==> config.mk <==
export PLATFORM = sky130hd
export DESIGN_NAME = color_blob_tracker
export DESIGN_NICKNAME = d
export VERILOG_FILES = /design/src/rtl/color_blob_tracker.sv
export SDC_FILE = /design/constraint.sdc
export NUM_CORES = 1
export LEC_CHECK = 0
export ABC_AREA = 1
export BUFFER_PORTS_ARGS = -buffer_cell sky130_fd_sc_hd__buf_4
export CAP_MARGIN = 20
export CORE_ASPECT_RATIO = 1.75
export CORE_MARGIN = 1.5
export CORE_UTILIZATION = 30
export CTS_CLUSTER_SIZE = 16
export DETAILED_ROUTE_END_ITERATION = 6
export PLACE_DENSITY_LB_ADDON = 0.08
export SLEW_MARGIN = 20
export SYNTH_ARGS = -nofsm -noshare
export SYNTH_HDL_FRONTEND = slang
export SYNTH_SLANG_ARGS = --single-unit
==> constraint.sdc <==
create_clock -name clk -period 3.95 [get_ports clk]
set_input_delay 0.79 -clock clk [delete_from_list [all_inputs] [get_ports clk]]
set_output_delay 0.79 -clock clk [all_outputs]
set_load 0.05 [all_outputs]
==> src/rtl/color_blob_tracker.sv <==
// Per-frame colour-blob statistics: for each HSV window, counts matching pixels
// and tracks their bounding box, publishing the result set on every frame_start.
module color_blob_tracker #(
  parameter int CHANNELS = 2,
  parameter int XW       = 10,
  parameter int YW       = 9,
  parameter int MIN_PIX  = 16
) (
  input  logic                           clk,
  input  logic                           res,
  input  logic                           pix_valid,
  input  logic [8:0]                     hue,
  input  logic                           hue_invalid,
  input  logic [4:0]                     saturation,
  input  logic [4:0]                     value,
  input  logic                           line_end,
  input  logic                           frame_start,
  input  logic [9*CHANNELS-1:0]          cfg_hue_lo,
  input  logic [9*CHANNELS-1:0]          cfg_hue_hi,
  input  logic [5*CHANNELS-1:0]          cfg_sat_min,
  input  logic [5*CHANNELS-1:0]          cfg_val_min,
  output logic [(XW+YW)*CHANNELS-1:0]    res_count,
  output logic [XW*CHANNELS-1:0]         res_xmin,
  output logic [XW*CHANNELS-1:0]         res_xmax,
  output logic [YW*CHANNELS-1:0]         res_ymin,
  output logic [YW*CHANNELS-1:0]         res_ymax,
  output logic [CHANNELS-1:0]            found,
  output logic                           result_valid,
  output logic [7:0]                     frame_cnt
);

  localparam int CW = XW + YW;

  // Config shadows, live config views and the effective config for this cycle
  logic [CHANNELS-1:0][8:0] hue_lo_q, hue_hi_q, cfg_lo_w, cfg_hi_w, lo_eff, hi_eff;
  logic [CHANNELS-1:0][4:0] sat_min_q, val_min_q, cfg_sat_w, cfg_val_w, sat_eff, val_eff;

  logic [XW-1:0] x_q, x_d, x_cur;
  logic [YW-1:0] y_q, y_d, y_cur;

  logic [CHANNELS-1:0]          match;
  logic [CHANNELS-1:0][CW-1:0]  cnt_q, cnt_d;
  logic [CHANNELS-1:0][XW-1:0]  xmin_q, xmin_d, xmax_q, xmax_d;
  logic [CHANNELS-1:0][YW-1:0]  ymin_q, ymin_d, ymax_q, ymax_d;

  logic [CHANNELS-1:0][CW-1:0]  res_count_q;
  logic [CHANNELS-1:0][XW-1:0]  res_xmin_q, res_xmax_q;
  logic [CHANNELS-1:0][YW-1:0]  res_ymin_q, res_ymax_q;
  logic [CHANNELS-1:0]          found_q;
  logic                         result_valid_q;
  logic [7:0]                   frame_cnt_q;

  assign cfg_lo_w  = cfg_hue_lo;
  assign cfg_hi_w  = cfg_hue_hi;
  assign cfg_sat_w = cfg_sat_min;
  assign cfg_val_w = cfg_val_min;

  // A pixel coincident with frame_start belongs to the new frame, so it must
  // see the config being loaded on this edge rather than the old shadow.
  assign lo_eff  = frame_start ? cfg_lo_w  : hue_lo_q;
  assign hi_eff  = frame_start ? cfg_hi_w  : hue_hi_q;
  assign sat_eff = frame_start ? cfg_sat_w : sat_min_q;
  assign val_eff = frame_start ? cfg_val_w : val_min_q;

  always_ff @(posedge clk) begin
    if (res || frame_start) begin
      hue_lo_q  <= cfg_lo_w;
      hue_hi_q  <= cfg_hi_w;
      sat_min_q <= cfg_sat_w;
      val_min_q <= cfg_val_w;
    end
  end

  // NOTE: every always_comb output gets a default first so no path leaves it unassigned (no latches).
  always_comb begin
    x_cur = frame_start ? '0 : x_q;
    y_cur = frame_start ? '0 : y_q;
    x_d   = x_cur;
    y_d   = y_cur;
    if (line_end) begin
      x_d = '0;
      if (y_cur != '1) y_d = y_cur + YW'(1);
    end else if (pix_valid && x_cur != '1) begin
      x_d = x_cur + XW'(1);
    end
  end

  always_comb begin
    logic hue_in;
    match = '0;
    for (int c = 0; c < CHANNELS; c++) begin
      if (lo_eff[c] <= hi_eff[c]) hue_in = (hue >= lo_eff[c]) && (hue <= hi_eff[c]);
      else                        hue_in = (hue >= lo_eff[c]) || (hue <= hi_eff[c]);
      match[c] = pix_valid && !hue_invalid && (saturation >= sat_eff[c]) &&
                 (value >= val_eff[c]) && hue_in;
    end
  end

  // Working accumulators restart from the empty state at a frame boundary.
  always_comb begin
    for (int c = 0; c < CHANNELS; c++) begin
      cnt_d[c]  = frame_start ? '0 : cnt_q[c];
      xmin_d[c] = frame_start ? '1 : xmin_q[c];
      xmax_d[c] = frame_start ? '0 : xmax_q[c];
      ymin_d[c] = frame_start ? '1 : ymin_q[c];
      ymax_d[c] = frame_start ? '0 : ymax_q[c];
      if (match[c]) begin
        if (cnt_d[c] != '1) cnt_d[c] = cnt_d[c] + CW'(1);
        if (x_cur < xmin_d[c]) xmin_d[c] = x_cur;
        if (x_cur > xmax_d[c]) xmax_d[c] = x_cur;
        if (y_cur < ymin_d[c]) ymin_d[c] = y_cur;
        if (y_cur > ymax_d[c]) ymax_d[c] = y_cur;
      end
    end
  end

  // NOTE: sequential state uses non-blocking assignments so all registers update together at the edge.
  always_ff @(posedge clk) begin
    if (res) begin
      x_q    <= '0;
      y_q    <= '0;
      cnt_q  <= '0;
      xmin_q <= '1;
      xmax_q <= '0;
      ymin_q <= '1;
      ymax_q <= '0;
    end else begin
      x_q    <= x_d;
      y_q    <= y_d;
      cnt_q  <= cnt_d;
      xmin_q <= xmin_d;
      xmax_q <= xmax_d;
      ymin_q <= ymin_d;
      ymax_q <= ymax_d;
    end
  end

  always_ff @(posedge clk) begin
    if (res) begin
      res_count_q    <= '0;
      res_xmin_q     <= '0;
      res_xmax_q     <= '0;
      res_ymin_q     <= '0;
      res_ymax_q     <= '0;
      found_q        <= '0;
      result_valid_q <= 1'b0;
      frame_cnt_q    <= '0;
    end else begin
      result_valid_q <= frame_start;
      if (frame_start) begin
        frame_cnt_q <= frame_cnt_q + 8'd1;
        for (int c = 0; c < CHANNELS; c++) begin
          res_count_q[c] <= cnt_q[c];
          found_q[c]     <= cnt_q[c] >= CW'(MIN_PIX);
          // An empty channel reports a zero box instead of the inverted sentinels.
          if (cnt_q[c] == '0) begin
            res_xmin_q[c] <= '0;
            res_xmax_q[c] <= '0;
            res_ymin_q[c] <= '0;
            res_ymax_q[c] <= '0;
          end else begin
            res_xmin_q[c] <= xmin_q[c];
            res_xmax_q[c] <= xmax_q[c];
            res_ymin_q[c] <= ymin_q[c];
            res_ymax_q[c] <= ymax_q[c];
          end
        end
      end
    end
  end

  assign res_count    = res_count_q;
  assign res_xmin     = res_xmin_q;
  assign res_xmax     = res_xmax_q;
  assign res_ymin     = res_ymin_q;
  assign res_ymax     = res_ymax_q;
  assign found        = found_q;
  assign result_valid = result_valid_q;
  assign frame_cnt    = frame_cnt_q;

endmodule
======== Word-level counts from Yosys, hierarchy flattened ========
Index checks and enable logic that the tools add are counted.
W data, S select, Z words.
storage, ports and cells
  flip-flop bits (word level) ............. 314
  output and inout bits ................... 125
  logic and storage cells ................. 128
cells by class
  $add $sub $neg .......................... 5
  magnitude comparators ................... 20
  equality and inequality tests ........... 4
  mux-type cells .......................... 49
  reduce and logical (&&, ||, !) cells .... 17
operator list
  operator                 count
  $mux W10                 20
  $mux W9                  19
  $mux W19                 6
  $add A19 B1 Y19 const B  2
  $ge A19 B5 Y1 const B    2
  $logic_not A19 Y1        2
  $ne A19 B19 Y1 const B   2
  $le A9 B9 Y1             4
  $mux W18                 2
  $ge A5 B5 Y1             4
  $gt A10 B10 Y1           2
  $lt A10 B10 Y1           2
  $ge A9 B9 Y1             2
  $gt A9 B9 Y1             2
  $lt A9 B9 Y1             2
  $add A10 B1 Y10 const B  1
  $logic_and A1 B1 Y1      10
  $ne A10 B10 Y1 const B   1
  $add A9 B1 Y9 const B    1
  $ne A9 B9 Y1 const B     1
  $add A8 B1 Y8 const B    1
  $logic_or A1 B1 Y1       3
  $mux W1                  2
  $reduce_or A2 Y1         1
  $logic_not A1 Y1         1

======== Logic depth before layout (Yosys ltp) ========
Gate-level depths: netlist of the first run.
  depth in word-level cells ............... 6
  gate-level depth with buffers ........... 24

======== Worst setup path before layout of the first run ========
Ideal clock, no wire load.
  path type ............................... input-to-reg
  from .................................... input frame_start
  to ...................................... register cnt_q[35] in the netlist's numbering
  setup time .............................. 0.070 ns
  arrival time ............................ 3.595 ns
  setup slack ............................. 0.285 ns
  stages .................................. 21
  buffers on the path ..................... 8
  path through ............................ buf_6 buf_2 buf_2 buf_2 buf_2 buf_2 mux2i_1 ha_1 nand2_1 inv_1 nand2_1 nand2_1 nand2_1 nand3_1 nand2_1 nand2_1 nand2_1 buf_2 buf_1 nand4_1 a21oi_1
between the ends
  longest elaborated chain between the ends .. 6
  elaborated cells on any way between the ends .. 20
RTL lines
  item                                                     RTL line  source
  start, declared                                          17        input logic frame_start,
  branches (longest 5 deep; another with $add A19 B1 Y19)  -
  $mux W19 (*)                                             107       if (match[c]) begin
  end signal, assigned                                     130       cnt_q <= cnt_d;
  end, declared                                            42        logic [CHANNELS-1:0][CW-1:0] cnt_q, cnt_d;
Mark *: on every way between the ends.
A chain may end at the register's enable or synchronous reset.

======== Worst setup path after layout of the first run ========
  from .................................... input frame_start
  to ...................................... register xmax_q[13] in the netlist's numbering
between the ends
  longest elaborated chain between the ends .. 6
  elaborated cells on any way between the ends .. 20
RTL lines
  item                                              RTL line  source
  $mux W18, or another cell as far along            60        assign lo_eff = frame_start ? cfg_lo_w : hue_lo_q;
  $ge A9 B9 Y1, or another cell as far along        92, 93
  $logic_or A1 B1 Y1, or another cell as far along  93        else hue_in = (hue >= lo_eff[c]) || (hue <= hi_eff[c]);
  $mux W1 or $logic_and A1 B1 Y1 (tied branches)    92, 94
  $logic_and A1 B1 Y1                               95        (value >= val_eff[c]) && hue_in;
  $mux W10 (*)                                      107
  end signal, assigned                              132       xmax_q <= xmax_d;
  end, declared                                     43        logic [CHANNELS-1:0][XW-1:0] xmin_q, xmin_d, xmax_q, xmax_d;
Every way passes the cells marked *; elsewhere a longest branch is shown, timed or not.

==> flow_summary.yaml, run 1 <==
status:
  status: "finished clean"
logic_synthesis:
  synth-edff-count: 56
  yosysUniqueCellTypes: 43
  async_reset_ff_share_pct: 0
  ys.flop_type: "dfxtp_1"
  synth_area_um2: 18900
  synthAdderAreaFrac_pct: 10.0
  yosysWarningCount: 0
  synthXorXnorAreaFrac_pct: 0.371
  synth_top_family_by_area: "simple AND/OR/NAND/NOR gates"
  ys_seq_area_share_pct: 36.3
  synth_cells: 2628
  synth_mux_area_share_pct: 1.70
  avgSynthCellArea_um2: 7.18
  ys_ff_latch: 314
  yosys.area_share.simple_pct: 31.6
  synth_compound_area_share_pct: 10.6
  synth_nets: 2860
drt:
  viasPerCell: 5.09
  drt_iter0_markers: 903
  wirelength_um: 68500
  drcViolationCount: 0
  dr.pass1.iters: 5
  vias: 18500
  ant_nets: 0
  detail_route.wl_per_cell_um: 18.8
global_routing:
  grt_antenna_before_repair: 0
  grt_overflow: 0
  grt_pass1_wl_um: 105000
  grt.total_usage_pct: 21.0
  grt_pass1_vias: 18300
  grt_max_degree: 91
timing:
  tightest_slew_ns: 1.05
  setup_violations: 0
  fin_ws_ns: 0.982
  rsz0062_at_grt: "no"
  slew-limit-headroom_pct: 29.9
  timing.setup.tns_ns: 0
  fin_crit_ns: 2.97
  finalCritPeriodShare_pct: 75.1
  timing.fmax_mhz: 337
  slew_viol_final: 0
  skew_ns: 0.0267
  hold_viol: 0
worst_setup_path:
  crit_buf_inv: 5
  path_max_fanout: 57
  reg2regPathDepth: 14
  path_delay_family: "simple AND/OR/NAND/NOR gates"
  cp.required_ns: 4.44
  cpPeakStageDelay_ns: 0.30
  cpMostUsedCell: "nand2_1"
  crit_chain: "buf_6, inv_6, or2_2, o21ai_0, inv_1, ha_1, nand2_1, nor2_1, nand4_1, nand3_1, nand2_1, inv_1, nand2_2, nand3_2, buf_12, nand2_1, a21oi_1"
  arrival_ns: 3.46
  critPathLaunchType: "primary input"
  ff2ff_setup_slack_ns: 1.30
  end_kind: "flop"
  critPathSlowestCell: "or2_2"
  worst-path-stages: 17
  crit_type: "in2reg"
die:
  pin_count: 206
  die_w_um: 193
  start_util_pct: 30.3
  core_um2: 62200
  dieArea_um2: 64500
  fp.dieH_um: 335
  num_rows: 121
clock_tree:
  post_cts_buffers: 0
  htreeDepth: 2
  root_buffer: "clkbuf_16"
  ctsResizeCount: 0
  cts_tree: "yes"
  clock_latency_ns: 0.58
  clock-sinks: 314
  numCtsBuffers: 37
  cts_buffer_depth: 3
  clkTransAtPathRegs_ns: 0.06
  hold_buffers: 0
power:
  clkPwrFrac_pct: 44.4
  combPwrFrac_pct: 13.9
  switchingPower_mw: 2.29
  powerDensity_nw_per_um2: 352
  pwr-share-seq_pct: 41.7
  leakagePower_nw: 10.0
  ir_drop_mv: 0.375
  p_int_mw: 5.80
  p_sw_share_pct: 28.3
placed_design:
  hpwl_um: 49200
  portBuffers: 205
  preCtsSetupSlack_ns: 0.369
  gp_congestion: 0.849
hold_path:
  min_path_type: "in2reg"
  holdPathStages: 1
job:
  drv_cap: 0
finish:
  drive_gt1_share_pct: 14.8
  area.growth.synth_to_final_pct: 21.8
  fin_nets: 3049
  seqCellArea_um2: 6850
  diodes: 0
  fillers: 6578
  multi_input_area_um2: 10300
worst reg2reg max path: stages (launching register included):
cell and delay [ns]:
edfxtp_1 0.36, o21ai_0 0.25, inv_1 0.08, ha_1 0.30
nand2_1 0.07, nor2_1 0.29, nand4_1 0.14, nand3_1 0.11
nand2_1 0.09, inv_1 0.08, nand2_2 0.11, nand3_2 0.11
buf_12 0.29, nand2_1 0.13, a21oi_1 0.15
stage by stage:
step                      area, um^2  hold slack [ns]  std cells  power, mW  util, %
after floorplan                18900            0.447       2628       4.10        -
after CTS                      22900            0.361       3637       8.23     36.8
after global routing           23000            0.371       3640       8.44     36.9
final                          23000            0.404       3640       8.09     36.9
after detailed placement       21700            0.461       3574       4.58     34.8
after global placement         21700            0.456       3574       4.56     34.8
sequential cells by signal, summed over array words and instances (netlist names), 18 cells and up:
register / cells
res_ymax: 18
ymin_q: 18
ymax_q: 18
res_xmax: 20
res_count: 38
hue_lo_q: 18
xmax_q: 20
hue_hi_q: 18
res_ymin: 18
xmin_q: 20
cnt_q: 38
res_xmin: 20
cell families after synthesis:
| logic type | after synthesis |
|---|---|
| flip-flops | 314 |
| adder cells (fa/ha/maj) | 151 |
| XOR/XNOR | 8 |
| AND/OR/NAND/NOR | 1307 |
| multiplexers | 32 |
| buffers and inverters | 444 |
| AO/OA/AOI/OAI | 372 |
cells in the final DEF (no fill, tap or decap), types with 3 or more instances in the layout:
| master | instances |
|---|---|
| nand3b_1 | 5 |
| nor2_4 | 8 |
| edfxtp_1 | 56 |
| inv_1 | 284 |
| nor2_1 | 198 |
| o21a_1 | 6 |
| nand3_1 | 289 |
| xor2_1 | 7 |
| nand2_1 | 559 |
| clkbuf_1 | 10 |
| a21oi_1 | 138 |
| nor3_1 | 17 |
| nand4_1 | 169 |
| buf_12 | 14 |
| nand3_2 | 5 |
| nor2_2 | 9 |
| o31ai_1 | 40 |
| nand2_2 | 11 |
| clkbuf_16 | 39 |
| mux2i_1 | 32 |
| bufinv_16 | 3 |
| buf_4 | 288 |
| inv_6 | 4 |
| dfxtp_1 | 258 |
| clkbuf_8 | 6 |
| a21o_1 | 5 |
| nor4_1 | 7 |
| ha_1 | 151 |
| or2_2 | 19 |
| o21ai_0 | 177 |
synth_stat cells (7+ instances only):
cell type,count,area (um^2)
nand2_1,564,2120
nand3_1,291,1460
inv_1,284,1070
dfxtp_1,258,5160
nor2_1,202,758
o21ai_0,177,886
nand4_1,169,1060
ha_1,151,1890
a21oi_1,138,691
clkbuf_1,79,297
edfxtp_1,56,1680
o31ai_1,40,300
buf_1,36,135
mux2i_1,32,320
buf_2,30,150
or2_2,19,119
nor3_1,17,85.1
nor2_2,10,62.6
nor4_1,7,43.8
xor2_1,7,61.3
per-layer routing:
layer  GRT usage (%)  vias to the layer above  share of wire (%)
met3            2.84                      117                4.2
met1            23.1                     8710                 40
met4            7.24                        0                3.1
li1                -                     9253                  -
met5               0                        -                  0
met2            40.1                      440                 53
final timing paths:
| path | startpoint | to |
|---|---|---|
| worst min register to register | ymax_q[16]$_SDFF_PP0_ | res_ymax[16]$_SDFFE_PP0P_ |
| worst max register to register | hue_lo_q[17]$_DFFE_PP_ | xmax_q[13]$_SDFF_PP0_ |
| worst min-delay path | cfg_val_min[2] | val_min_q[2]$_DFFE_PP_ |
| worst max-delay path | frame_start | xmax_q[13]$_SDFF_PP0_ |
layout make-up:
| class | instances | share of cell area (%) |
|---|---|---|
| Sequential cell | 314 | 29.8 |
| Timing Repair Buffer | 305 | 10.9 |
| Tap cell | 799 | 4.35 |
| Inverter | 289 | 4.77 |
| Multi-Input combinational cell | 1870 | 44.8 |
| Clock buffer | 56 | 4.80 |
| Clock inverter | 7 | 0.523 |
power by group through the flow:
stage / Combinational, mW / Clock, mW / Sequential, mW
floorplan: 0.639 / 0 / 3.46
global placement: 1.12 / 0 / 3.44
detailed placement: 1.13 / 0 / 3.44
CTS: 1.14 / 3.72 / 3.37
global route: 1.24 / 3.82 / 3.38
finish: 1.13 / 3.59 / 3.37
Power figures use the tool's default switching activity.
==> run 2: changes to the inputs <==
==> constraint.sdc (replaced) <==
create_clock -name clk -period 2.95 [get_ports clk]
set_input_delay 0.59 -clock clk [delete_from_list [all_inputs] [get_ports clk]]
set_output_delay 0.59 -clock clk [all_outputs]
set_load 0.05 [all_outputs]
==> run 2 against run 1 <==
Effect of this change: combinational power rose by 51%; sequential share of layout area down 1.7 points; largest cell class unchanged; sequential power grew 34%; flip-flop and latch count is the same; non-clock buffer count rose by 143; highest routed layer unchanged; global-route usage grew 0.99 points; core utilization is 2.2 points higher; register-to-register slack lost 0.65 ns; final area is 6.0% higher; worst setup slack lost 0.54 ns.
==> flow_summary.yaml, run 2 (synthesis results as in run 1) <==
clock_tree:
  clock_latency_ns: 0.58
  cts_tree: "yes"
  clkTransAtPathRegs_ns: 0.06
  root_buffer: "clkbuf_16"
  post_cts_buffers: 0
  ctsResizeCount: 0
  cts_buffer_depth: 3
  clock-sinks: 314
  htreeDepth: 2
  numCtsBuffers: 38
  hold_buffers: 0
worst_setup_path:
  cpPeakStageDelay_ns: 0.33
  critPathLaunchType: "primary input"
  rr_startpoint: "hue_lo_q[0]$_DFFE_PP_"
  path_delay_family: "simple AND/OR/NAND/NOR gates"
  timing.rr.end: "cnt_q[14]$_SDFF_PP0_"
  arrival_ns: 3.01
  ff2ff_setup_slack_ns: 0.65
  crit_buf_inv: 6
  reg2regPathDepth: 12
  critPathSlowestCell: "ha_1"
  cp.required_ns: 3.45
  cpMostUsedCell: "nand3_1"
  crit_chain: "clkbuf_8, buf_12, buf_12, buf_4, nor2_1, inv_1, ha_1, nand2_1, nor2_1, nand3_1, nand3_1, buf_4, nand3_1, nand2_1, nand4_1, a21oi_1"
  crit_type: "in2reg"
  end_kind: "flop"
  path_max_fanout: 32
global_routing:
  grt.total_usage_pct: 22.0
  grt_overflow: 0
  grt_pass1_wl_um: 109000
  grt_pass1_vias: 19600
  grt_max_degree: 107
  grt_antenna_before_repair: 0
hold_path:
  min_path_type: "in2reg"
  worstHoldStart: "cfg_val_min[2]"
  holdPathStages: 1
  min_to: "val_min_q[2]$_DFFE_PP_"
finish:
  final_common_cell: "nand2_1"
  diodes: 0
  final_cells: 3787
  final_cell_mix: "557 x nand2_1, 416 x buf_4, 289 x nand3_1"
  fin_nets: 3193
  drive_gt1_share_pct: 19.9
  fillers: 6560
  area.growth.synth_to_final_pct: 29.1
job:
  drv_cap: 0
timing:
  skew_ns: 0.0180
  rsz0062_at_grt: "no"
  finalCritPeriodShare_pct: 85.1
  fin_crit_ns: 2.51
  slew-limit-headroom_pct: 59.9
  slew_viol_final: 0
  timing.fmax_mhz: 398
  timing.setup.tns_ns: 0
  hold_viol: 0
  setup_violations: 0
  fin_ws_ns: 0.440
  tightest_slew_ns: 0.602
power:
  powerDensity_nw_per_um2: 456
  leakagePower_nw: 10.8
  ir_drop_mv: 0.502
die:
  die_w_um: 193
  dieArea_um2: 64500
  fp.dieH_um: 335
  start_util_pct: 30.3
  pin_count: 206
  num_rows: 121
  core_um2: 62200
drt:
  dr.pass1.iters: 5
  viasPerCell: 5.06
  drcViolationCount: 0
  routedLengthMet1_um: 27000
  route.met3.wl_um: 3020
  detail_route.wl_per_cell_um: 18.8
  wirelength_um: 71000
  vias: 19200
  dr_wl_met2_um: 38000
  drt_iter0_markers: 820
  highest_layer: "met4"
  ant_nets: 0
placed_design:
  preCtsSetupSlack_ns: -0.125
  portBuffers: 205
  dp.cells: 3720
  hpwl_um: 52200
  gp_congestion: 0.901
status:
  status: "finished clean"
[run 2: cell count changes in the layout (fill, tap and decap cells not counted), sizes merged]
cell	previous run	this run
buf	305	447
bufinv	3	2
clkbuf	56	51
clkinv	2	13
[run 2: worst register-to-register path, stage by stage, from the launching register on]
cell and delay (ns):
edfxtp_1 0.38, o21ai_2 0.22, inv_1 0.07, ha_1 0.26, and3_1 0.17, o21ai_1 0.17
nand2_1 0.11, nor2_1 0.12, nand2_2 0.08, nand3_2 0.17, buf_4 0.25, nand2_1 0.07
a21oi_1 0.15
[run 2: final cells by class]
class	count	area, um^2	area share [%]
flip-flops and latches	314	6850	28.1
clock buffers	50	1090	4.48
multi-input cells	1870	10400	42.8
repair buffers	448	3760	15.4
well taps	799	1000	4.10
inverters	289	1090	4.50
clock inverters	17	146	0.601
[run 2: worst max path at each step]
stage	end	cells after the start	startpoint	slack, ns
5_1_grt	xmax_q[11]$_SDFF_PP0_	16	frame_start	0.26
6_report	xmax_q[11]$_SDFF_PP0_	16	frame_start	0.44
4_1_cts	ymax_q[12]$_SDFF_PP0_	16	frame_start	0.49
2_1_floorplan	ymin_q[10]$_SDFF_PP1_	24	frame_start	-0.11
3_5_place_dp	ymax_q[12]$_SDFF_PP0_	16	frame_start	-0.13
3_3_place_gp	cnt_q[14]$_SDFF_PP0_	15	frame_start	-0.14
[run 2: power breakdown]
group          internal (mW)  switching (mW)
Sequential              4.47          0.0511
Clock                   2.79            2.08
Combinational          0.622            1.09
Total                   7.89            3.23
[run 2: metal layers]
layer  track usage, %  vias to the layer above
li1                 -                     9541
met1             23.0                     9019
met2             42.4                      459
met3             3.18                      141
met4             9.40                        0
met5                0                        -
[run 2: stage by stage]
stage                     util (%)  hold WS (ns)  power (mW)  instance area, um^2
final                         39.1         0.195        11.1                24400
after global placement        37.2         0.453        6.33                23100
after global routing          39.1         0.163        11.6                24400
after floorplan                  -         0.447        5.62                19300
after CTS                     39.1         0.155        11.3                24400
after detailed placement      37.2         0.467        6.34                23100
